--- config.mk ---
export PLATFORM = sky130hd
export DESIGN_NAME = sprite_sram_arbiter_flat
export DESIGN_NICKNAME = d
export VERILOG_FILES = /design/src/rtl/sprite_sram_arbiter_if.sv /design/src/rtl/sprite_sram_arbiter.sv /design/src/flat_wrapper.sv
export SDC_FILE = /design/constraint.sdc
export NUM_CORES = 1
export LEC_CHECK = 0
export BUFFER_PORTS_ARGS = -buffer_cell sky130_fd_sc_hd__buf_2
export CAP_MARGIN = 20
export CORE_ASPECT_RATIO = 2
export CORE_MARGIN = 4
export CORE_UTILIZATION = 30
export DETAILED_ROUTE_END_ITERATION = 8
export GPL_ROUTABILITY_DRIVEN = 0
export PLACE_DENSITY = 0.81
export RECOVER_POWER = 25
export SETUP_SLACK_MARGIN = 0.1
export SLEW_MARGIN = 10
export SYNTH_ARGS = -nofsm -noshare
export SYNTH_HDL_FRONTEND = slang
export SYNTH_SLANG_ARGS = --single-unit
--- constraint.sdc ---
create_clock -name clk -period 3.9 [get_ports clk]
set_input_delay 0 -clock clk [delete_from_list [all_inputs] [get_ports clk]]
set_output_delay 0 -clock clk [all_outputs]
set_load 0.02 [all_outputs]
--- src/rtl/sprite_sram_arbiter_if.sv ---
// Bus bundle between the sprite fetch requesters, the image loader,
// the sprite SRAM and the arbiter.
//
// Signals:
//   rd_req/rd_addr        per-requester read request and packed addresses
//   rd_gnt                one-hot read grant (combinational)
//   rd_valid/rd_id/rd_data read return, one cycle after the grant
//   wr_req/wr_addr/wr_data loader write request
//   wr_gnt                write accepted this cycle
//   sram_en/sram_we/sram_addr/sram_wdata  SRAM control toward the RAM
//   sram_rdata            registered read data from the RAM
//
// Modports:
//   master  requesters + loader + SRAM side (drives requests and sram_rdata)
//   slave   the arbiter
interface sprite_sram_arbiter_if #(
  parameter int DATA_WIDTH = 8,
  parameter int ADDR_WIDTH = 16,
  parameter int NUM_REQ    = 4,
  parameter int ID_WIDTH   = 2
);
  logic [NUM_REQ-1:0]            rd_req;
  logic [NUM_REQ*ADDR_WIDTH-1:0] rd_addr;
  logic [NUM_REQ-1:0]            rd_gnt;
  logic                          rd_valid;
  logic [ID_WIDTH-1:0]           rd_id;
  logic [DATA_WIDTH-1:0]         rd_data;
  logic                          wr_req;
  logic [ADDR_WIDTH-1:0]         wr_addr;
  logic [DATA_WIDTH-1:0]         wr_data;
  logic                          wr_gnt;
  logic                          sram_en;
  logic                          sram_we;
  logic [ADDR_WIDTH-1:0]         sram_addr;
  logic [DATA_WIDTH-1:0]         sram_wdata;
  logic [DATA_WIDTH-1:0]         sram_rdata;

  modport master (
    output rd_req, rd_addr, wr_req, wr_addr, wr_data, sram_rdata,
    input  rd_gnt, rd_valid, rd_id, rd_data, wr_gnt,
           sram_en, sram_we, sram_addr, sram_wdata
  );

  modport slave (
    input  rd_req, rd_addr, wr_req, wr_addr, wr_data, sram_rdata,
    output rd_gnt, rd_valid, rd_id, rd_data, wr_gnt,
           sram_en, sram_we, sram_addr, sram_wdata
  );
endinterface

--- src/rtl/sprite_sram_arbiter.sv ---
// Single-port sprite SRAM arbiter.
// Shares one registered-read SRAM between NUM_REQ pixel-fetch readers
// (round-robin) and one image-loader write port (absolute priority).
// At most one access is granted per clock. Read data comes back tagged
// with the requester index one cycle after the grant.
//
// Ports:
//   clk    system clock, rising edge
//   reset  synchronous active-high reset
//   bus    sprite_sram_arbiter_if.slave (requests, grants, read return,
//          SRAM control and read data)
module sprite_sram_arbiter #(
  parameter int DATA_WIDTH = 8,
  parameter int ADDR_WIDTH = 16,
  parameter int NUM_REQ    = 4,
  parameter int ID_WIDTH   = 2
) (
  input  logic                  clk,
  input  logic                  reset,
  sprite_sram_arbiter_if.slave  bus
);

  // Unpacked view of the per-requester addresses.
  logic [ADDR_WIDTH-1:0] addr_arr [NUM_REQ];

  genvar gi;
  generate
    for (gi = 0; gi < NUM_REQ; gi++) begin : g_addr
      assign addr_arr[gi] = bus.rd_addr[gi*ADDR_WIDTH +: ADDR_WIDTH];
    end
  endgenerate

  logic [ID_WIDTH-1:0]   rr_ptr_reg;
  logic [ID_WIDTH-1:0]   rr_ptr_next;
  logic                  rd_valid_reg;
  logic [ID_WIDTH-1:0]   rd_id_reg;

  logic [NUM_REQ-1:0]    rd_gnt_next;
  logic                  wr_gnt_next;
  logic                  sram_en_next;
  logic                  sram_we_next;
  logic [ADDR_WIDTH-1:0] sram_addr_next;
  logic [DATA_WIDTH-1:0] sram_wdata_next;
  logic [ID_WIDTH-1:0]   gnt_idx;
  logic                  rd_fire;
  logic                  rd_valid_out;

  // (base + offset) mod NUM_REQ; offset is always < NUM_REQ, so a single
  // conditional subtract is enough and works for non-power-of-two counts.
  function automatic logic [ID_WIDTH-1:0] wrap_idx(input logic [ID_WIDTH-1:0] base,
                                                   input int offset);
    int sum;
    sum = int'(base) + offset;
    if (sum >= NUM_REQ) sum = sum - NUM_REQ;
    return sum[ID_WIDTH-1:0];
  endfunction

  // Arbitration: write first, then the first reader at or after rr_ptr.
  always_comb begin
    rd_gnt_next     = '0;
    wr_gnt_next     = 1'b0;
    sram_en_next    = 1'b0;
    sram_we_next    = 1'b0;
    sram_addr_next  = '0;
    sram_wdata_next = '0;
    gnt_idx         = '0;
    rd_fire         = 1'b0;
    if (!reset) begin
      if (bus.wr_req) begin
        wr_gnt_next     = 1'b1;
        sram_en_next    = 1'b1;
        sram_we_next    = 1'b1;
        sram_addr_next  = bus.wr_addr;
        sram_wdata_next = bus.wr_data;
      end else begin
        for (int k = 0; k < NUM_REQ; k++) begin
          if (!rd_fire && bus.rd_req[wrap_idx(rr_ptr_reg, k)]) begin
            rd_fire = 1'b1;
            gnt_idx = wrap_idx(rr_ptr_reg, k);
          end
        end
        if (rd_fire) begin
          rd_gnt_next[gnt_idx] = 1'b1;
          sram_en_next         = 1'b1;
          sram_addr_next       = addr_arr[gnt_idx];
        end
      end
    end
  end

  // Pointer moves just past the granted reader; writes and idle leave it.
  always_comb begin
    rr_ptr_next = rr_ptr_reg;
    if (rd_fire) begin
      if (gnt_idx == ID_WIDTH'(NUM_REQ - 1)) rr_ptr_next = '0;
      else                                   rr_ptr_next = gnt_idx + ID_WIDTH'(1);
    end
  end

  always_ff @(posedge clk) begin
    if (reset) begin
      rr_ptr_reg   <= '0;
      rd_valid_reg <= 1'b0;
      rd_id_reg    <= '0;
    end else begin
      rr_ptr_reg   <= rr_ptr_next;
      rd_valid_reg <= rd_fire;
      if (rd_fire) rd_id_reg <= gnt_idx;
    end
  end

  // A read granted just before reset is asserted is dropped: the return
  // is masked for the whole reset cycle, not only after the reset edge.
  assign rd_valid_out   = rd_valid_reg & ~reset;

  assign bus.rd_gnt     = rd_gnt_next;
  assign bus.wr_gnt     = wr_gnt_next;
  assign bus.sram_en    = sram_en_next;
  assign bus.sram_we    = sram_we_next;
  assign bus.sram_addr  = sram_addr_next;
  assign bus.sram_wdata = sram_wdata_next;
  assign bus.rd_valid   = rd_valid_out;
  assign bus.rd_id      = rd_id_reg;
  assign bus.rd_data    = rd_valid_out ? bus.sram_rdata : '0;

endmodule
--- src/flat_wrapper.sv ---
// flat-port wrapper written by rule: the top's interface ports become plain ports
module sprite_sram_arbiter_flat 
#(
  parameter int DATA_WIDTH = 8,
  parameter int ADDR_WIDTH = 16,
  parameter int NUM_REQ    = 4,
  parameter int ID_WIDTH   = 2
)
  (clk, reset, bus_rd_req, bus_rd_addr, bus_wr_req, bus_wr_addr, bus_wr_data, bus_sram_rdata, bus_rd_gnt, bus_rd_valid, bus_rd_id, bus_rd_data, bus_wr_gnt, bus_sram_en, bus_sram_we, bus_sram_addr, bus_sram_wdata);
  sprite_sram_arbiter_if #(.DATA_WIDTH(DATA_WIDTH), .ADDR_WIDTH(ADDR_WIDTH), .NUM_REQ(NUM_REQ), .ID_WIDTH(ID_WIDTH)) bus_i ();
  input  logic clk;
  input  logic reset;
  input wire logic [$bits(bus_i.rd_req)-1:0] bus_rd_req;
  input wire logic [$bits(bus_i.rd_addr)-1:0] bus_rd_addr;
  input wire logic [$bits(bus_i.wr_req)-1:0] bus_wr_req;
  input wire logic [$bits(bus_i.wr_addr)-1:0] bus_wr_addr;
  input wire logic [$bits(bus_i.wr_data)-1:0] bus_wr_data;
  input wire logic [$bits(bus_i.sram_rdata)-1:0] bus_sram_rdata;
  output wire logic [$bits(bus_i.rd_gnt)-1:0] bus_rd_gnt;
  output wire logic [$bits(bus_i.rd_valid)-1:0] bus_rd_valid;
  output wire logic [$bits(bus_i.rd_id)-1:0] bus_rd_id;
  output wire logic [$bits(bus_i.rd_data)-1:0] bus_rd_data;
  output wire logic [$bits(bus_i.wr_gnt)-1:0] bus_wr_gnt;
  output wire logic [$bits(bus_i.sram_en)-1:0] bus_sram_en;
  output wire logic [$bits(bus_i.sram_we)-1:0] bus_sram_we;
  output wire logic [$bits(bus_i.sram_addr)-1:0] bus_sram_addr;
  output wire logic [$bits(bus_i.sram_wdata)-1:0] bus_sram_wdata;
  assign bus_i.rd_req = bus_rd_req;
  assign bus_i.rd_addr = bus_rd_addr;
  assign bus_i.wr_req = bus_wr_req;
  assign bus_i.wr_addr = bus_wr_addr;
  assign bus_i.wr_data = bus_wr_data;
  assign bus_i.sram_rdata = bus_sram_rdata;
  assign bus_rd_gnt = bus_i.rd_gnt;
  assign bus_rd_valid = bus_i.rd_valid;
  assign bus_rd_id = bus_i.rd_id;
  assign bus_rd_data = bus_i.rd_data;
  assign bus_wr_gnt = bus_i.wr_gnt;
  assign bus_sram_en = bus_i.sram_en;
  assign bus_sram_we = bus_i.sram_we;
  assign bus_sram_addr = bus_i.sram_addr;
  assign bus_sram_wdata = bus_i.sram_wdata;
  sprite_sram_arbiter #(.DATA_WIDTH(DATA_WIDTH), .ADDR_WIDTH(ADDR_WIDTH), .NUM_REQ(NUM_REQ), .ID_WIDTH(ID_WIDTH)) u_core (.clk(clk), .reset(reset), .bus(bus_i));
endmodule
==> flow_metrics.py <==
metrics = {
    "worst_setup_path": {
        "r2r_slack_ns": 1.92,
        "r2r_start": "u_core.rr_ptr_reg[0]$_SDFFE_PP0P_",
        "setup.worst_path.class": "reg2out",
        "critical_path_required_ns": 3.90,
        "critical_path.endpoint_type": "primary output",
        "critPathMaxFanout": 26,
        "r2r.worst_path.cells": 5,
        "critical_path_arrival_ns": 2.51,
        "startpoint_type_of_the_worst_setup_path": "register",
        "r2r-end": "u_core.rr_ptr_reg[1]$_SDFFE_PP0P_",
    },
    "cts": {
        "cts_root_buffer": "sky130_fd_sc_hd__clkbuf_8",
        "cts-htree-levels": 1,
        "post_cts_gate_resize_count": 0,
        "clockBufferDepth": 2,
        "cts.hold.buffers_added": 0,
        "clock_latency_ns": 0.23,
        "tritoncts.num_buffers": 3,
        "cts_setup_buffers": 0,
        "clk_pin_slew_ns": 0.04,
        "tritoncts": "built",
        "clock-sinks": 5,
    },
    "hold_path": {
        "min-delay-path-class": "in2reg",
        "min-delay-start": "reset",
        "min_delay_worst_endpoint": "u_core.bus.rd_id[1]$_SDFFE_PP0P_",
        "min_path_cells": 2,
    },
    "place": {
        "dp.cells": 321,
        "count_of_input_and_output_buffers": 144,
        "dp_hpwl_um": 3740,
    },
    "routing": {
        "antenna_left": 0,
        "routed_wirelength_um": 4370,
        "wl_per_cell_um": 13.5,
        "drt_pass1_iterations": 4,
        "drtIter0Drc": 20,
        "route.detailed.vias_per_inst": 4.85,
        "drt_drc_violations_left": 0,
        "routed-via-count": 1577,
    },
    "global_routing": {
        "grt_pass1_vias": 1602,
        "maximum_number_of_pins_on_one_net_before_global_route_repair": 27,
        "grt_antenna_before_repair": 0,
        "gr-usage-all-layers_pct": 18.3,
        "wire_length_of_the_first_global_routing_pass_um": 6800,
        "grt_remaining_overflow": 0,
    },
    "layout": {
        "number_of_fill_cells": 379,
        "final_nets": 380,
        "post_layout_nonfiller_instances": 325,
        "final_layout_size_suffix_gt1_share_pct": 56.2,
        "antenna_cells_inserted": 0,
        "area.growth.synth_to_final_pct": 66.9,
    },
    "yosys": {
        "postSynthRegisterBits": 5,
        "yosys_warnings": 0,
        "syn_nets": 241,
        "netlist-cell-type-count": 28,
        "syn_area_um2": 1100,
        "synthCells": 138,
        "post_synth.cell_area_avg_um2": 8.00,
        "synth-seq-area-share_pct": 9.07,
    },
    "pwr": {
        "totalPowerFinal_mw": 0.408,
        "pwr_density_cell_nw_per_um2": 222,
        "ir_drop_uv": 91.1,
        "p_leak_nw": 1.03,
    },
    "timing": {
        "achievable-frequency_mhz": 399,
        "final_min_period_over_clock_period_pct": 64.2,
        "timing_max_transition_violations_final": 0,
        "rsz_0062_raised_after_global_routing": "false",
        "clock_skew_ns": 0.00340,
        "final_worst_path_period_need_ns": 2.51,
        "timing.final.setup_violations": 0,
        "number_of_hold_violations_in_the_final_report": 0,
        "worst_slew_pin_slew_ns": 1.01,
        "max_slew_margin_pct": 32.8,
        "fin_hold_ws_ns": 0.0544,
        "final.setup.tns_ns": 0,
    },
    "die": {
        "fp.dieW_um": 50.9,
        "initial_utilization_pct": 30.9,
        "fp-row-count": 31,
        "placeableCoreArea_um2": 3570,
        "io_pins": 145,
        "die-height_um": 93.8,
        "fp.dieArea_um2": 4770,
    },
    "status": {
        "run_status": "finished clean",
    },
    "job": {
        "drv.max_cap_violation_count": 0,
    },
}
[how the worst max path moves through the flow]
stage                                  end                               from  cells after the start  slack [ns]
final                     bus_sram_addr[5]  u_core.rr_ptr_reg[0]$_SDFFE_PP0P_                      7        1.39
after global routing      bus_sram_addr[2]  u_core.rr_ptr_reg[0]$_SDFFE_PP0P_                      7        1.20
after CTS                 bus_sram_addr[5]  u_core.rr_ptr_reg[0]$_SDFFE_PP0P_                      7        1.34
after detailed placement  bus_sram_addr[5]  u_core.rr_ptr_reg[0]$_SDFFE_PP0P_                      7        1.58
after global placement    bus_sram_addr[6]  u_core.rr_ptr_reg[0]$_SDFFE_PP0P_                      7        1.67
after floorplan              bus_rd_gnt[1]  u_core.rr_ptr_reg[0]$_SDFFE_PP0P_                      7        2.29
[cell usage after synthesis]
| master | count | share of area, % |
|---|---|---|
| sky130_fd_sc_hd__buf_6 | 5 | 5.1 |
| sky130_fd_sc_hd__o211a_1 | 1 | 0.91 |
| sky130_fd_sc_hd__nor2_1 | 10 | 3.4 |
| sky130_fd_sc_hd__and3_1 | 8 | 4.5 |
| sky130_fd_sc_hd__and2_1 | 9 | 5.1 |
| sky130_fd_sc_hd__a21oi_2 | 1 | 0.79 |
| sky130_fd_sc_hd__buf_4 | 2 | 1.4 |
| sky130_fd_sc_hd__nor3_2 | 1 | 0.91 |
| sky130_fd_sc_hd__a2bb2oi_1 | 1 | 0.79 |
| sky130_fd_sc_hd__o21ai_2 | 1 | 0.79 |
| sky130_fd_sc_hd__nor2b_2 | 1 | 0.79 |
| sky130_fd_sc_hd__mux2i_1 | 32 | 29 |
| sky130_fd_sc_hd__or4_1 | 1 | 0.68 |
| sky130_fd_sc_hd__nor2_2 | 1 | 0.57 |
| sky130_fd_sc_hd__buf_12 | 1 | 1.8 |
| sky130_fd_sc_hd__a311oi_1 | 1 | 0.79 |
| sky130_fd_sc_hd__o221ai_1 | 8 | 6.3 |
| sky130_fd_sc_hd__or3_2 | 2 | 1.4 |
| sky130_fd_sc_hd__o221ai_2 | 8 | 11 |
| sky130_fd_sc_hd__nand2_1 | 21 | 7.1 |
| sky130_fd_sc_hd__nor4_1 | 1 | 0.57 |
| sky130_fd_sc_hd__nor2b_1 | 3 | 1.7 |
| sky130_fd_sc_hd__inv_1 | 4 | 1.4 |
| sky130_fd_sc_hd__dfxtp_1 | 5 | 9.1 |
| sky130_fd_sc_hd__or2_2 | 1 | 0.57 |
| sky130_fd_sc_hd__a21oi_1 | 4 | 1.8 |
| sky130_fd_sc_hd__clkbuf_1 | 4 | 1.4 |
| sky130_fd_sc_hd__o21ai_0 | 1 | 0.45 |
[layout make-up]
class / instances / area, um^2 / share of cell area (%)
multi-input cells: 117 / 897 / 48.7
repair buffers: 146 / 723 / 39.3
flip-flops and latches: 5 / 100 / 5.43
well taps: 49 / 61.3 / 3.33
clock buffers: 4 / 45.0 / 2.45
inverters: 4 / 15.0 / 0.815
[cell usage in the layout, fill, tap and decap left out]
master / count
sky130_fd_sc_hd__nor2b_2: 1
sky130_fd_sc_hd__nor4_1: 1
sky130_fd_sc_hd__a2bb2oi_4: 1
sky130_fd_sc_hd__mux2i_1: 32
sky130_fd_sc_hd__o221ai_1: 8
sky130_fd_sc_hd__clkbuf_1: 11
sky130_fd_sc_hd__a311oi_1: 1
sky130_fd_sc_hd__or3_2: 2
sky130_fd_sc_hd__or2_2: 1
sky130_fd_sc_hd__and2_1: 9
sky130_fd_sc_hd__inv_1: 4
sky130_fd_sc_hd__nor3_2: 1
sky130_fd_sc_hd__o21ai_2: 1
sky130_fd_sc_hd__or4_1: 1
sky130_fd_sc_hd__a21oi_1: 4
sky130_fd_sc_hd__buf_4: 2
sky130_fd_sc_hd__o21ai_0: 1
sky130_fd_sc_hd__nor2b_1: 3
sky130_fd_sc_hd__o211a_1: 1
sky130_fd_sc_hd__nor2_1: 11
sky130_fd_sc_hd__a21oi_2: 1
sky130_fd_sc_hd__nand2_1: 21
sky130_fd_sc_hd__clkbuf_8: 3
sky130_fd_sc_hd__buf_2: 134
sky130_fd_sc_hd__and3_1: 8
sky130_fd_sc_hd__o221ai_2: 8
sky130_fd_sc_hd__dfxtp_1: 5
[worst max-delay path, cell delays in order (launching register included)]
cell and delay, ns:
sky130_fd_sc_hd__dfxtp_1 0.36, sky130_fd_sc_hd__nor2b_1 0.08, sky130_fd_sc_hd__nor2_1 0.18, sky130_fd_sc_hd__a2bb2oi_4 0.70
sky130_fd_sc_hd__buf_4 0.38, sky130_fd_sc_hd__mux2i_1 0.23, sky130_fd_sc_hd__o221ai_1 0.13, sky130_fd_sc_hd__buf_2 0.20
[per-stage QoR]
stage / util, % / worst slack [ns] / area (um^2)
global route: 51.6 / 1.20 / 1840
detailed placement: 50.8 / 1.58 / 1810
CTS: 52.0 / 1.34 / 1860
floorplan: - / 2.29 / 1100
finish: 51.6 / 1.39 / 1840
global placement: 50.6 / 1.67 / 1800
[report_power, final]
group	switching, mW	internal [mW]
sequential	0.00381	0.0557
combinational	0.135	0.115
clock	0.0288	0.0704
total	0.167	0.241
[routing by layer]
metal  up-vias  GRT usage, %  wire length, um
met4         0          8.09               93
met2        98          36.0             2410
met5         -             0                0
met1       686          17.4             1420
met3         9          3.50              443
li1        784             -                -
[logic make-up (layout without fill, tap and decap cells)]
| kind of cell | after synthesis | after routing | synth area share (%) |
|---|---|---|---|
| buf+inv | 16 | 154 | 11.0 |
| flops | 5 | 5 | 9.07 |
| compound gates | 26 | 26 | 23.6 |
| mux | 32 | 32 | 29.0 |
| simple gates | 59 | 59 | 27.3 |
(Power assumes the default switching activity.)
